### src/rtl/kb_keystate_ctrl.sv
// PS/2 set-2 key-state sequencer: decodes E0/F0 prefixes, tracks shift/capslock,
// and presents each plain key press once through a valid/ready holding register.
module kb_keystate_ctrl #(
    parameter int SUPPRESS_REPEAT = 0,
    parameter int TIMEOUT         = 1000000
) (
    input  logic       clk,
    input  logic       i_sclr_n,
    input  logic [7:0] i_scancode,
    input  logic       i_strobe,
    output logic [7:0] o_scancode,
    output logic       o_valid,
    input  logic       i_ready,
    output logic       o_ev_shift,
    output logic       o_ev_caps,
    output logic       o_shift,
    output logic       o_capslock,
    output logic       o_ovf
);

    // state     | meaning
    // S_IDLE    | no prefix pending; plain bytes are presses
    // S_EXT     | E0 seen; next byte is an extended key (dropped)
    // S_BRK     | F0 seen; next byte is a released key
    // S_EXT_BRK | E0 F0 seen; next byte is an extended release (dropped)
    localparam logic [1:0] S_IDLE    = 2'd0;
    localparam logic [1:0] S_EXT     = 2'd1;
    localparam logic [1:0] S_BRK     = 2'd2;
    localparam logic [1:0] S_EXT_BRK = 2'd3;

    localparam logic [23:0] TMO = 24'(TIMEOUT);

    logic [1:0]  state;
    logic [1:0]  state_nx;
    logic        lshift;
    logic        rshift;
    logic        caps;
    logic        caps_held;
    logic        rep_held;
    logic [7:0]  rep_code;
    logic [23:0] tmr;

    logic is_pfx;
    logic is_mod;
    logic is_reply;
    logic rep_hit;
    logic press;
    logic ev_new;
    logic load;
    logic tmo_hit;

    assign is_pfx   = (i_scancode == 8'hE0) || (i_scancode == 8'hF0);
    assign is_mod   = (i_scancode == 8'h12) || (i_scancode == 8'h59) || (i_scancode == 8'h58);
    assign is_reply = i_scancode inside {8'hAA, 8'hFA, 8'hEE, 8'hFC, 8'hFE, 8'h00, 8'hFF};
    assign rep_hit  = rep_held && (i_scancode == rep_code);
    assign press    = i_strobe && (state == S_IDLE) && !is_pfx && !is_mod && !is_reply;
    assign ev_new   = press && !((SUPPRESS_REPEAT != 0) && rep_hit);
    assign load     = ev_new && (!o_valid || i_ready);
    // Down-counter loaded on every byte; terminal count 1 abandons a stale prefix.
    assign tmo_hit  = (TMO != 24'd0) && (state != S_IDLE) && !i_strobe && (tmr == 24'd1);

    always_comb begin
        state_nx = state;
        if (i_strobe) begin
            case (state)
                S_IDLE: begin
                    if (i_scancode == 8'hE0)      state_nx = S_EXT;
                    else if (i_scancode == 8'hF0) state_nx = S_BRK;
                end
                S_EXT:   state_nx = (i_scancode == 8'hF0) ? S_EXT_BRK : S_IDLE;
                S_BRK:   if (!is_pfx) state_nx = S_IDLE;
                default: state_nx = S_IDLE;
            endcase
        end else if (tmo_hit) begin
            state_nx = S_IDLE;
        end
    end

    always_ff @(posedge clk) begin
        if (!i_sclr_n) begin
            state      <= S_IDLE;
            tmr        <= 24'd0;
            lshift     <= 1'b0;
            rshift     <= 1'b0;
            caps       <= 1'b0;
            caps_held  <= 1'b0;
            rep_held   <= 1'b0;
            rep_code   <= 8'h00;
            o_scancode <= 8'h00;
            o_valid    <= 1'b0;
            o_ev_shift <= 1'b0;
            o_ev_caps  <= 1'b0;
            o_ovf      <= 1'b0;
        end else begin
            state <= state_nx;

            if (i_strobe)
                tmr <= TMO;
            else if ((state != S_IDLE) && (tmr != 24'd0))
                tmr <= tmr - 24'd1;

            if (i_strobe && (state == S_IDLE)) begin
                if (i_scancode == 8'h12) lshift <= 1'b1;
                if (i_scancode == 8'h59) rshift <= 1'b1;
                // caps_held masks typematic repeats of the capslock key itself
                if ((i_scancode == 8'h58) && !caps_held) begin
                    caps      <= ~caps;
                    caps_held <= 1'b1;
                end
            end

            if (i_strobe && (state == S_BRK) && !is_pfx) begin
                if (i_scancode == 8'h12) lshift    <= 1'b0;
                if (i_scancode == 8'h59) rshift    <= 1'b0;
                if (i_scancode == 8'h58) caps_held <= 1'b0;
                if (rep_hit)             rep_held  <= 1'b0;
            end

            if (ev_new) begin
                rep_code <= i_scancode;
                rep_held <= 1'b1;
            end

            if (load) begin
                o_scancode <= i_scancode;
                o_ev_shift <= lshift | rshift;
                o_ev_caps  <= caps;
                o_valid    <= 1'b1;
            end else if (o_valid && i_ready) begin
                o_valid <= 1'b0;
            end

            if (ev_new && o_valid && !i_ready)
                o_ovf <= 1'b1;
        end
    end

    assign o_shift    = lshift | rshift;
    assign o_capslock = caps;

endmodule

### config.mk
export PLATFORM = sky130hd
export DESIGN_NAME = kb_keystate_ctrl
export DESIGN_NICKNAME = d
export VERILOG_FILES = /design/src/rtl/kb_keystate_ctrl.sv
export SDC_FILE = /design/constraint.sdc
export NUM_CORES = 1
export LEC_CHECK = 0
export CAP_MARGIN = 5
export CORE_ASPECT_RATIO = 1.5
export CORE_MARGIN = 4
export CORE_UTILIZATION = 25
export CTS_BUF_LIST = sky130_fd_sc_hd__clkbuf_4
export CTS_CLUSTER_SIZE = 8
export DETAILED_ROUTE_END_ITERATION = 10
export REMOVE_ABC_BUFFERS = 1
export SLEW_MARGIN = 20
export SYNTH_ARGS = -nofsm -noshare
export SYNTH_HDL_FRONTEND = slang
export SYNTH_SLANG_ARGS = --single-unit
### constraint.sdc
create_clock -name clk -period 2.4 [get_ports clk]
set_clock_uncertainty 0.1 [all_clocks]
set_input_delay 0.6 -clock clk [delete_from_list [all_inputs] [get_ports clk]]
set_output_delay 0.6 -clock clk [all_outputs]
set_load 0.05 [all_outputs]
==> results.txt <==
status: complete, no violations
drc violations: 0
hold buffer count at CTS: 0
Mapped Cells: 254
Top FF cell, synth: dfxtp_1
setup slack after layout: 0.1228 ns
Seq/Total Area, Yosys: 0.3820
Flop pwr share: 0.508
Sequential cell area: 840.8 µm²
syn_area_per_cell: 8.665 µm²
MaxCap Viol Count: 0
Final setup viols: 0
met3 wire len: 198 µm
Buffers on Ports: 25
NetSw: 0.3953 mW
worst rel slew slack: 0.6684
CP Cell Sequence: clkdlybuf4s50_1 > or4_4 > a31o_2 > and4_1 > buf_12 > mux2i_1
Post-Place Worst Slack: -0.2843 ns
required time at the worst-slack endpoint: 2.56 ns
# Post-CTS Setup Buffers: 0
Post-Route M1 WL: 2.225 mm
arrival time at the worst endpoint: 2.44 ns
Critical Path End Type: flip-flop
Power Internal: 1.050 mW
Remaining Overflow, GRT: 0
switching part of the total: 0.2734
Clock Pin Slew Worst Setup and Hold Paths: 0.13 ns
Yosys cell types: 52
Comb pwr share: 0.167
commonest cells in the netlist: dfxtp_1 (42), nand2_1 (30), nor2_1 (21)
CP bufs+invs: 2
clock share of power: 0.325
PwrDens: 511.7 mW/mm²
dominant cell type by area after synthesis: dfxtp_1
flops & latches, synth: 42
area of the multi-input gates: 0.001271 mm²
htree depth: 2
Worst Path Class, Setup: in2reg
largest cells by area after synthesis: dfxtp_1 (38%), nand2_1 (5.1%), mux2i_1 (4.5%)
core region area: 0.008516 mm²
row count: 41
Top Metal Used: met4
io pins: 26
Largest stage delay, worst path: 0.57 ns
fmax: 439.1 MHz
initial antenna violation count: 1
Tmin final: 2.277 ns
FFs w/ async S/R, synth: 0
largest net degree at the start of global routing: 14
Post-synth EDFFs: 0
WL/cell: 13.46 µm
RSZ-0062 raised after global routing: no
Total Wirelength: 5.505 mm
first-pass GRT wire length: 9.170 mm
Static Leak: 1.006 nW
Final Hold Viols: 0
Root Driver: clkbuf_4
Initial Util: 0.2584
fillcell total: 902
CP max stage cell: or4_4
area grow syn2layout: 28.37%
vias in the first global route: 1991
remaining antenna violation count: 0
layout cell share with drive strength beyond 1: 0.1827
CP max FO: 10
die area: 0.01040 mm²
drt pass-1 iters: 4
post-synth top area share: 0.3820
Die Height: 122.9 µm
CTS tree: built
Worst Hold Class: reg2reg
met2 wire length: 2.940 mm
WHS: 0.3625 ns
CP startpoint kind: input port
worst vdd ir: 0.0002076 V
CTS Buf Count: 5
Via Count: 2092
clk sinks: 42
Final nets: 315
ratio of final minimum period to clock period: 0.9488
Cell Area, Synth: 0.002201 mm²
Longest Clk Path Bufs: 2
synth warn: 0
Final Wtd Congestion: 0.7495
initial DRC count: 71
gr usage total: 0.1079
most common cell in the synthesized netlist: dfxtp_1
CP top delay family: simple AND/OR/NAND/NOR gates
Worst-Margin Slew: 0.4959 ns
final slew viol count: 0
routed vias/inst: 5.115
HPWL Detailed: 4.094 mm
chip width: 84.61 µm
clk_lat worst skew: 0.36 ns
placed cells by master (no fill, tap or decap), drive strengths merged, types with 2 or more instances in the layout:
| master | instances |
|---|---|
| a211oi | 4 |
| a21oi | 17 |
| a31oi | 9 |
| and3 | 3 |
| buf | 28 |
| clkbuf | 6 |
| clkdlybuf4s50 | 24 |
| dfxtp | 42 |
| ha | 3 |
| inv | 6 |
| mux2i | 10 |
| nand2 | 30 |
| nand3 | 7 |
| nand4 | 3 |
| nand4b | 2 |
| nor2 | 21 |
| nor3 | 7 |
| nor4 | 4 |
| o2111ai | 2 |
| o21ai | 8 |
| o31ai | 11 |
| o41ai | 2 |
| or2 | 4 |
| or3 | 10 |
| or4 | 13 |
| xnor2 | 3 |
| xor2 | 3 |
stage by stage:
step	power [mW]	area (µm²)	std cells	TNS, ns	utilization
global placement	0.9869	2730	400	-3.596	0.3206
detailed placement	0.9896	2730	400	-4.193	0.3206
global route	1.515	2825	409	0	0.3318
CTS	1.462	2811	408	0	0.3302
floorplan	0.8732	2123	240	0	-
finish	1.446	2825	409	0	0.3318
kinds of logic (layout without fill, tap and decap cells):
kind of cell               Yosys count  count (layout)  synth area share
adders and majority gates            3               3           0.01706
AOI/OAI and AO/OA                   61              61            0.1887
DFF                                 42              42            0.3820
muxes                               10              10           0.04548
xor gates and xnor gates             6               6           0.02388
other                                0               1                 0
buffers and inverters               20              67           0.04548
and+or+nand+nor                    112             112            0.2973
flip-flops by register name, indices dropped and copies added (netlist names):
signal	flops
o_ev_caps	1
o_capslock	1
caps_held	1
o_ev_shift	1
tmr	24
o_ovf	1
lshift	1
o_scancode	8
state	2
o_valid	1
rshift	1
cell type report:
type | instances | share of cell area
Multi-Input combinational cell | 192 | 0.4500
Inverter | 6 | 0.007972
Tap cell | 107 | 0.04739
Antenna cell | 1 | 0.0008857
Sequential cell | 42 | 0.2976
Clock inverter | 2 | 0.01329
Clock buffer | 6 | 0.01594
Timing Repair Buffer | 53 | 0.1670
power by group through the flow:
| stage | Combinational (mW) | Sequential [mW] | Clock, mW |
|---|---|---|---|
| floorplan | 0.0888 | 0.784 | 0 |
| global placement | 0.238 | 0.749 | 0 |
| detailed placement | 0.241 | 0.749 | 0 |
| CTS | 0.241 | 0.734 | 0.487 |
| global route | 0.258 | 0.738 | 0.519 |
| finish | 0.241 | 0.734 | 0.470 |
tightest hold or removal path: stages (launching register included):
cell	delay, ns
dfxtp_1	0.33
nand2_1	0.05
mux2i_1	0.05
what timing repair did:
item	in CTS	in global routing
pin swaps	0	0
gates resized for setup	1	2
hold endpoints to repair	0	0
endpoints found under the setup margin	1	4
cloned	0	0
worst paths after layout:
check / slack (ns) / from / cells after the start / endpoint
worst min register to register: 0.36 / o_scancode[0] / 2 / o_scancode[0]
worst max register to register: 0.23 / tmr[6] / 5 / tmr[23]
worst max-delay path: 0.12 / i_scancode[1] / 6 / o_scancode[3]
worst min-delay path: 0.36 / o_scancode[0] / 2 / o_scancode[0]
metal layers:
metal,up-vias,track usage
li1,1046,-
met1,1004,0.1195
met2,35,0.2010
met3,7,0.01933
met4,0,0.04455
met5,-,0
Power figures use the tool's default switching activity.
